$ cat src/rtl/wb_stage_if.sv
// rtl/wb_stage_if.sv - MEM/WB stage bus: incoming retiring instruction and register-file/flag write port (WB_RETIRE_CNT_EN adds retire_cnt)
interface wb_stage_if #(
  parameter int DATA_W     = 16,
  parameter int REG_ADDR_W = 4
);
  // pipeline control
  logic                  stall;
  logic                  flush;

  // instruction arriving from the memory stage
  logic                  in_valid;
  logic                  in_regwrite;
  logic [REG_ADDR_W-1:0] in_dst;
  logic [1:0]            in_wb_sel;
  logic [DATA_W-1:0]     in_alu_res;
  logic [DATA_W-1:0]     in_mem_data;
  logic [DATA_W-1:0]     in_pc_plus2;
  logic                  in_z;
  logic                  in_o;
  logic                  in_n;
  logic                  in_z_en;
  logic                  in_o_en;
  logic                  in_n_en;
  logic                  in_halt;

  // register file write port and flag updates
  logic                  WriteReg;
  logic [REG_ADDR_W-1:0] DstReg;
  logic [DATA_W-1:0]     DstData;
  logic                  Z_in;
  logic                  O_in;
  logic                  N_in;
  logic                  Z_en;
  logic                  O_en;
  logic                  N_en;
  logic                  halted;
`ifdef WB_RETIRE_CNT_EN
  logic [15:0]           retire_cnt;
`endif

  // memory-stage / testbench side
  modport master (
    output stall, flush,
    output in_valid, in_regwrite, in_dst, in_wb_sel,
    output in_alu_res, in_mem_data, in_pc_plus2,
    output in_z, in_o, in_n, in_z_en, in_o_en, in_n_en, in_halt,
`ifdef WB_RETIRE_CNT_EN
    input  retire_cnt,
`endif
    input  WriteReg, DstReg, DstData,
    input  Z_in, O_in, N_in, Z_en, O_en, N_en, halted
  );

  // writeback stage side
  modport slave (
    input  stall, flush,
    input  in_valid, in_regwrite, in_dst, in_wb_sel,
    input  in_alu_res, in_mem_data, in_pc_plus2,
    input  in_z, in_o, in_n, in_z_en, in_o_en, in_n_en, in_halt,
`ifdef WB_RETIRE_CNT_EN
    output retire_cnt,
`endif
    output WriteReg, DstReg, DstData,
    output Z_in, O_in, N_in, Z_en, O_en, N_en, halted
  );
endinterface

$ cat src/rtl/wb_stage.sv
// rtl/wb_stage.sv - MEM/WB pipeline register, writeback select, flag enables and sticky halt (optional WB_RETIRE_CNT_EN retire counter)
module wb_stage #(
  parameter int DATA_W     = 16,
  parameter int REG_ADDR_W = 4
) (
  input  logic        clk,
  input  logic        rst_n,
  wb_stage_if.slave   wb
);

  localparam logic [1:0] SEL_MEM = 2'b01;
  localparam logic [1:0] SEL_PC  = 2'b10;

  logic                  valid_q;
  logic                  regwrite_q;
  logic [REG_ADDR_W-1:0] dst_q;
  logic [1:0]            wb_sel_q;
  logic [DATA_W-1:0]     alu_res_q;
  logic [DATA_W-1:0]     mem_data_q;
  logic [DATA_W-1:0]     pc_plus2_q;
  logic                  z_q;
  logic                  o_q;
  logic                  n_q;
  logic                  z_en_q;
  logic                  o_en_q;
  logic                  n_en_q;
  logic                  halt_q;
  logic                  halted_q;

  logic                  retire_go;
  logic                  halt_retire;
  logic [DATA_W-1:0]     wb_data;

  // The captured instruction retires in a cycle where it is valid, not held
  // by a stall, and the core has not already halted.
  assign retire_go   = valid_q & ~wb.stall & ~halted_q;
  assign halt_retire = retire_go & halt_q;

  // Pipeline capture: flush inserts a bubble and beats stall; stall holds.
  // Payload fields are left untouched on flush since valid_q masks them.
  always_ff @(posedge clk or negedge rst_n) begin
    if (!rst_n) begin
      valid_q    <= 1'b0;
      regwrite_q <= 1'b0;
      dst_q      <= '0;
      wb_sel_q   <= 2'b00;
      alu_res_q  <= '0;
      mem_data_q <= '0;
      pc_plus2_q <= '0;
      z_q        <= 1'b0;
      o_q        <= 1'b0;
      n_q        <= 1'b0;
      z_en_q     <= 1'b0;
      o_en_q     <= 1'b0;
      n_en_q     <= 1'b0;
      halt_q     <= 1'b0;
    end else if (wb.flush) begin
      valid_q    <= 1'b0;
    end else if (!wb.stall) begin
      valid_q    <= wb.in_valid;
      regwrite_q <= wb.in_regwrite;
      dst_q      <= wb.in_dst;
      wb_sel_q   <= wb.in_wb_sel;
      alu_res_q  <= wb.in_alu_res;
      mem_data_q <= wb.in_mem_data;
      pc_plus2_q <= wb.in_pc_plus2;
      z_q        <= wb.in_z;
      o_q        <= wb.in_o;
      n_q        <= wb.in_n;
      z_en_q     <= wb.in_z_en;
      o_en_q     <= wb.in_o_en;
      n_en_q     <= wb.in_n_en;
      halt_q     <= wb.in_halt;
    end
  end

  // Sticky halt: set when the HLT retires, cleared only by reset.
  always_ff @(posedge clk or negedge rst_n) begin
    if (!rst_n) begin
      halted_q <= 1'b0;
    end else if (halt_retire) begin
      halted_q <= 1'b1;
    end
  end

  // Writeback value select; the reserved encoding falls back to the ALU result.
  always_comb begin
    wb_data = alu_res_q;
    case (wb_sel_q)
      SEL_MEM: wb_data = mem_data_q;
      SEL_PC:  wb_data = pc_plus2_q;
      default: wb_data = alu_res_q;
    endcase
  end

  // Register file port: R0 is hardwired zero and HLT never writes.
  assign wb.WriteReg = retire_go & regwrite_q & (dst_q != '0) & ~halt_q;
  assign wb.DstReg   = dst_q;
  assign wb.DstData  = wb_data;

  assign wb.Z_in = z_q;
  assign wb.O_in = o_q;
  assign wb.N_in = n_q;
  assign wb.Z_en = retire_go & z_en_q;
  assign wb.O_en = retire_go & o_en_q;
  assign wb.N_en = retire_go & n_en_q;

  assign wb.halted = halted_q;

`ifdef WB_RETIRE_CNT_EN
  logic [15:0] retire_cnt_q;

  // Count every retiring instruction, HLT included; wraps naturally.
  always_ff @(posedge clk or negedge rst_n) begin
    if (!rst_n) begin
      retire_cnt_q <= 16'h0000;
    end else if (retire_go) begin
      retire_cnt_q <= retire_cnt_q + 16'h0001;
    end
  end

  assign wb.retire_cnt = retire_cnt_q;
`endif

endmodule

$ cat src/flat_wrapper.sv
// flat-port wrapper written by rule: the top's interface ports become plain ports
module wb_stage_flat 
#(
  parameter int DATA_W     = 16,
  parameter int REG_ADDR_W = 4
)
  (clk, rst_n, wb_stall, wb_flush, wb_in_valid, wb_in_regwrite, wb_in_dst, wb_in_wb_sel, wb_in_alu_res, wb_in_mem_data, wb_in_pc_plus2, wb_in_z, wb_in_o, wb_in_n, wb_in_z_en, wb_in_o_en, wb_in_n_en, wb_in_halt, wb_WriteReg, wb_DstReg, wb_DstData, wb_Z_in, wb_O_in, wb_N_in, wb_Z_en, wb_O_en, wb_N_en, wb_halted);
  wb_stage_if #(.DATA_W(DATA_W), .REG_ADDR_W(REG_ADDR_W)) wb_i ();
  input  logic clk;
  input  logic rst_n;
  input wire logic [$bits(wb_i.stall)-1:0] wb_stall;
  input wire logic [$bits(wb_i.flush)-1:0] wb_flush;
  input wire logic [$bits(wb_i.in_valid)-1:0] wb_in_valid;
  input wire logic [$bits(wb_i.in_regwrite)-1:0] wb_in_regwrite;
  input wire logic [$bits(wb_i.in_dst)-1:0] wb_in_dst;
  input wire logic [$bits(wb_i.in_wb_sel)-1:0] wb_in_wb_sel;
  input wire logic [$bits(wb_i.in_alu_res)-1:0] wb_in_alu_res;
  input wire logic [$bits(wb_i.in_mem_data)-1:0] wb_in_mem_data;
  input wire logic [$bits(wb_i.in_pc_plus2)-1:0] wb_in_pc_plus2;
  input wire logic [$bits(wb_i.in_z)-1:0] wb_in_z;
  input wire logic [$bits(wb_i.in_o)-1:0] wb_in_o;
  input wire logic [$bits(wb_i.in_n)-1:0] wb_in_n;
  input wire logic [$bits(wb_i.in_z_en)-1:0] wb_in_z_en;
  input wire logic [$bits(wb_i.in_o_en)-1:0] wb_in_o_en;
  input wire logic [$bits(wb_i.in_n_en)-1:0] wb_in_n_en;
  input wire logic [$bits(wb_i.in_halt)-1:0] wb_in_halt;
  output wire logic [$bits(wb_i.WriteReg)-1:0] wb_WriteReg;
  output wire logic [$bits(wb_i.DstReg)-1:0] wb_DstReg;
  output wire logic [$bits(wb_i.DstData)-1:0] wb_DstData;
  output wire logic [$bits(wb_i.Z_in)-1:0] wb_Z_in;
  output wire logic [$bits(wb_i.O_in)-1:0] wb_O_in;
  output wire logic [$bits(wb_i.N_in)-1:0] wb_N_in;
  output wire logic [$bits(wb_i.Z_en)-1:0] wb_Z_en;
  output wire logic [$bits(wb_i.O_en)-1:0] wb_O_en;
  output wire logic [$bits(wb_i.N_en)-1:0] wb_N_en;
  output wire logic [$bits(wb_i.halted)-1:0] wb_halted;
  assign wb_i.stall = wb_stall;
  assign wb_i.flush = wb_flush;
  assign wb_i.in_valid = wb_in_valid;
  assign wb_i.in_regwrite = wb_in_regwrite;
  assign wb_i.in_dst = wb_in_dst;
  assign wb_i.in_wb_sel = wb_in_wb_sel;
  assign wb_i.in_alu_res = wb_in_alu_res;
  assign wb_i.in_mem_data = wb_in_mem_data;
  assign wb_i.in_pc_plus2 = wb_in_pc_plus2;
  assign wb_i.in_z = wb_in_z;
  assign wb_i.in_o = wb_in_o;
  assign wb_i.in_n = wb_in_n;
  assign wb_i.in_z_en = wb_in_z_en;
  assign wb_i.in_o_en = wb_in_o_en;
  assign wb_i.in_n_en = wb_in_n_en;
  assign wb_i.in_halt = wb_in_halt;
  assign wb_WriteReg = wb_i.WriteReg;
  assign wb_DstReg = wb_i.DstReg;
  assign wb_DstData = wb_i.DstData;
  assign wb_Z_in = wb_i.Z_in;
  assign wb_O_in = wb_i.O_in;
  assign wb_N_in = wb_i.N_in;
  assign wb_Z_en = wb_i.Z_en;
  assign wb_O_en = wb_i.O_en;
  assign wb_N_en = wb_i.N_en;
  assign wb_halted = wb_i.halted;
  wb_stage #(.DATA_W(DATA_W), .REG_ADDR_W(REG_ADDR_W)) u_core (.clk(clk), .rst_n(rst_n), .wb(wb_i));
endmodule
$ cat config.mk
export PLATFORM = sky130hd
export DESIGN_NAME = wb_stage_flat
export DESIGN_NICKNAME = d
export VERILOG_FILES = /design/src/rtl/wb_stage_if.sv /design/src/rtl/wb_stage.sv /design/src/flat_wrapper.sv
export SDC_FILE = /design/constraint.sdc
export NUM_CORES = 1
export LEC_CHECK = 0
export BUFFER_PORTS_ARGS = -buffer_cell sky130_fd_sc_hd__buf_2
export CAP_MARGIN = 20
export CORE_MARGIN = 2
export CORE_UTILIZATION = 54
export CTS_CLUSTER_SIZE = 28
export DETAILED_ROUTE_END_ITERATION = 8
export HOLD_SLACK_MARGIN = 0.02
export PLACE_DENSITY = 0.83
export SLEW_MARGIN = 20
export SYNTH_ARGS = -nofsm -noshare
export SYNTH_HDL_FRONTEND = slang
export SYNTH_SLANG_ARGS = --single-unit
$ cat constraint.sdc
create_clock -name clk -period 3.2 [get_ports clk]
set_input_delay 0.64 -clock clk [delete_from_list [all_inputs] [get_ports clk]]
set_output_delay 0.64 -clock clk [all_outputs]
set_load 0.02 [all_outputs]
==> metrics.txt <==
status complete, no violations; total negative slack for setup checks 0 ns; Setup crit end kind output pin; number of clock sinks seen by CTS 64; CP cell instances inv_1 -> ha_1 -> nand2_1 -> o21ai_0 -> buf_2; highest routed metal layer met4; synthesized instance count roughly 200; number of synthesized flops with an enable pin 0; sequential share of power 47.8%; number of antenna violations at the first check in global routing 0; type of the tightest min-delay check input port to async pin; Floorplan Core Area approximately 5000 um2; net count reported at finish 365; length of routed wiring on met1 between 2000 and 2500 um; highest clock frequency the design can meet 0.370 GHz; final worst path period share ~84%; synthesized area divided by synthesized cell count 13.9 um2; clock group share of total power 26.9%; worst endpoint required time 2.56 ns; total inserted antenna cells 0; Final Slew Violations 0; Slew @ Worst Pin 0.865 ns; total internal power 0.00146 W; Seq/Total Area, Yosys 57.1%; most area-hungry cell type in the Yosys netlist sky130_fd_sc_hd__dfrtp_1; effective utilization at floorplan 55.3%; FILL cells ~380; share of power burned in combinational logic 25.2%; Finish-stage setup viols 0; Relative slew margins 42.4%; Die Span X 76.1 um; distinct cell type count after synthesis 20; layout-stage area growth over the synthesis result 21.9%; buffer type at the clock tree root sky130_fd_sc_hd__clkbuf_8; Overall Power ~0.0021 W; unrepaired setup endpoints after global routing false; Cell Rows 26; maximum level of the CTS H-tree 3; Fin. Hold Viols 0; all-layer global routing usage 20.6%; full die area 5790 um2; Post-Syn Area 2810 um2; Antenna Nets Post-Route 0; Post-synth ARST share 100%; register bit count reported by yosys 64; type of the setup path with the least slack flip-flop to output pin; DR vias 1914; remaining global-route overflow 0; Vias/cell slightly above 5; reported net switching power about 0.00063 W; IO buf count 94; Yosys Warn Count 0; Final Critical Period 2.70 ns; maximum number of pins on one net before global-route repair 65; Final Routed Wirelength 5530 um; clock tree from TritonCTS yes; maximum root-to-sink buffer count 2; total half-perimeter wirelength after legalization and detailed placement 3790 um; total length of routed met3 wires 388 um; number of CTS-inserted buffers 9; DRC violation total after the first TritonRoute iteration 118; ratio of cells with drive above 1 in the final layout 57.5%; hold bufs inserted after CTS 0; post-synthesis net count 271; height of the die 76.1 um; wire length of the first global-routing pass 9260 um; vias in the first global route ~2000; cell with the biggest individual delay on the critical path sky130_fd_sc_hd__ha_1; Synth top cells by count sky130_fd_sc_hd__dfrtp_1, sky130_fd_sc_hd__mux2_2, sky130_fd_sc_hd__a22oi_1, sky130_fd_sc_hd__nand2_1, sky130_fd_sc_hd__o21ai_0; insertion delay to the later sink of the worst-skew pair approximately 0.32 ns; worst hold slack after final layout approximately 0.48 ns; Post-CTS Setup Inserts 0; DRC errors left 0; critical path launch point type flip-flop; maximum capacitance violations 0; IR drop worst, VDD 0.473 mV; number of top-level pins 95; ys flop type sky130_fd_sc_hd__dfrtp_1; global placement routability congestion ~0.80; leakage power 1.62 nW; area fraction of the dominant cell type after synthesis about 57%; slowest cell delay on critical path 0.85 ns; leading post-synthesis cells by cell area sky130_fd_sc_hd__dfrtp_1, sky130_fd_sc_hd__mux2_2, sky130_fd_sc_hd__a22oi_1, sky130_fd_sc_hd__clkbuf_8, sky130_fd_sc_hd__mux2_4; clock transition time at the flip-flop clock pins of the worst setup and hold paths 0.06 ns; switching part of the total 30.0%; Arrival @ worst endpoint slightly above 2 ns; post-detailed-route wirelength per cell 15.0 um; count leader, synth sky130_fd_sc_hd__dfrtp_1; Pwr Density around 600 nW/um2; first drt pass iteration count 4; metal2 WL 2680 um; final setup skew 0.00144 ns; critical path peak fanout 32; post-cts gate resize count 0
layout make-up:
class	count	area (um2)	share of cell area (%)
tap	70	87.6	2.56
multi-input combinational	122	1080	31.6
clock inverter	1	5.00	0.146
inverter	3	11.3	0.329
timing repair buffer	96	485	14.2
sequential	64	1600	46.8
clock buffer	13	149	4.35
flip-flops by register name, indices dropped and copies added (netlist names):
name / count
u_core.alu_res_q: 16
u_core.halt_q: 1
u_core.mem_data_q: 16
u_core.n_en_q: 1
u_core.o_en_q: 1
u_core.pc_plus2_q: 16
u_core.regwrite_q: 1
u_core.valid_q: 1
u_core.wb.DstReg: 4
u_core.wb.N_in: 1
u_core.wb.O_in: 1
u_core.wb.Z_in: 1
u_core.wb.halted: 1
u_core.wb_sel_q: 2
u_core.z_en_q: 1
path summary, 6_finish.rpt:
path                                     startpoint              endpoint  slack (ns)  cells past startpoint
max in group asynchronous                     rst_n         u_core.o_en_q        2.21                      2
worst min register to register        u_core.n_en_q         u_core.n_en_q        0.49                      1
worst max register to register  u_core.wb.DstReg[3]   u_core.wb.DstReg[3]        2.42                      1
min in group clk                      u_core.n_en_q         u_core.n_en_q        0.49                      1
worst min-delay path                          rst_n  u_core.mem_data_q[2]        0.48                      2
worst max-delay path             u_core.wb_sel_q[0]         wb_DstData[0]        0.50                      5
power by group through the flow:
| stage | combinational [W] | sequential (W) | clock, W |
|---|---|---|---|
| after CTS | 0.000533 | 0.000996 | 0.000578 |
| after floorplan | 0.000345 | 0.00101 | 0 |
| after global placement | 0.000520 | 0.00100 | 0 |
| final | 0.000526 | 0.000996 | 0.000561 |
| after global routing | 0.000577 | 0.00101 | 0.000616 |
| after detailed placement | 0.000532 | 0.00101 | 0 |
metal layers:
| metal | GRT usage [%] | vias to the layer above |
|---|---|---|
| li1 | - | 902 |
| met1 | 27.0 | 935 |
| met2 | 31.7 | 70 |
| met3 | 6.87 | 7 |
| met4 | 8.55 | 0 |
| met5 | 0 | - |
logic make-up after synthesis:
kind of cell,count (synthesis),share of synthesized area (%)
AO/OA/AOI/OAI,33,7.45
multiplexers,63,25.9
buffers and inverters,16,4.37
AND/OR/NAND/NOR,24,4.28
flip-flops,64,57.1
adder cells (fa/ha/maj),2,0.892
critical path, delay by kind of cell, from the launching register on:
| family | cells | cell delay, ns |
|---|---|---|
| AO/OA/AOI/OAI | 1 | 0.13 |
| flip-flops | 1 | 0.36 |
| buffers and inverters | 2 | 0.25 |
| adder cells (fa/ha/maj) | 1 | 0.85 |
| AND/OR/NAND/NOR | 1 | 0.13 |
cells in the final DEF, fill, tap and decap left out:
master                     instances
sky130_fd_sc_hd__mux2_4            5
sky130_fd_sc_hd__mux2i_1           1
sky130_fd_sc_hd__a31o_2            1
sky130_fd_sc_hd__mux2_2           57
sky130_fd_sc_hd__ha_1              2
sky130_fd_sc_hd__dfrtp_1          64
sky130_fd_sc_hd__o21ai_0          14
sky130_fd_sc_hd__o21ai_1           2
sky130_fd_sc_hd__nor3b_1           1
sky130_fd_sc_hd__nor4_1            1
sky130_fd_sc_hd__nor2_4            1
sky130_fd_sc_hd__and4bb_2          1
sky130_fd_sc_hd__clkinv_2          1
sky130_fd_sc_hd__clkbuf_8         10
sky130_fd_sc_hd__and2_1            3
sky130_fd_sc_hd__a22oi_1          16
sky130_fd_sc_hd__nand2_1          16
sky130_fd_sc_hd__inv_1             3
sky130_fd_sc_hd__clkbuf_1          3
sky130_fd_sc_hd__buf_4             2
sky130_fd_sc_hd__nor2_1            1
sky130_fd_sc_hd__buf_2            94
through the flow:
step / setup WS [ns] / std cells / area, um2 / util, %
after floorplan: 1.03 / 202 / 2810 / -
final: 0.499 / 369 / 3420 / 67.4
after global routing: 0.301 / 369 / 3420 / 67.4
after CTS: 0.484 / 369 / 3420 / 67.4
after detailed placement: 0.861 / 355 / 3270 / 64.4
after global placement: 0.909 / 355 / 3270 / 64.4
(Power assumes the default switching activity.)
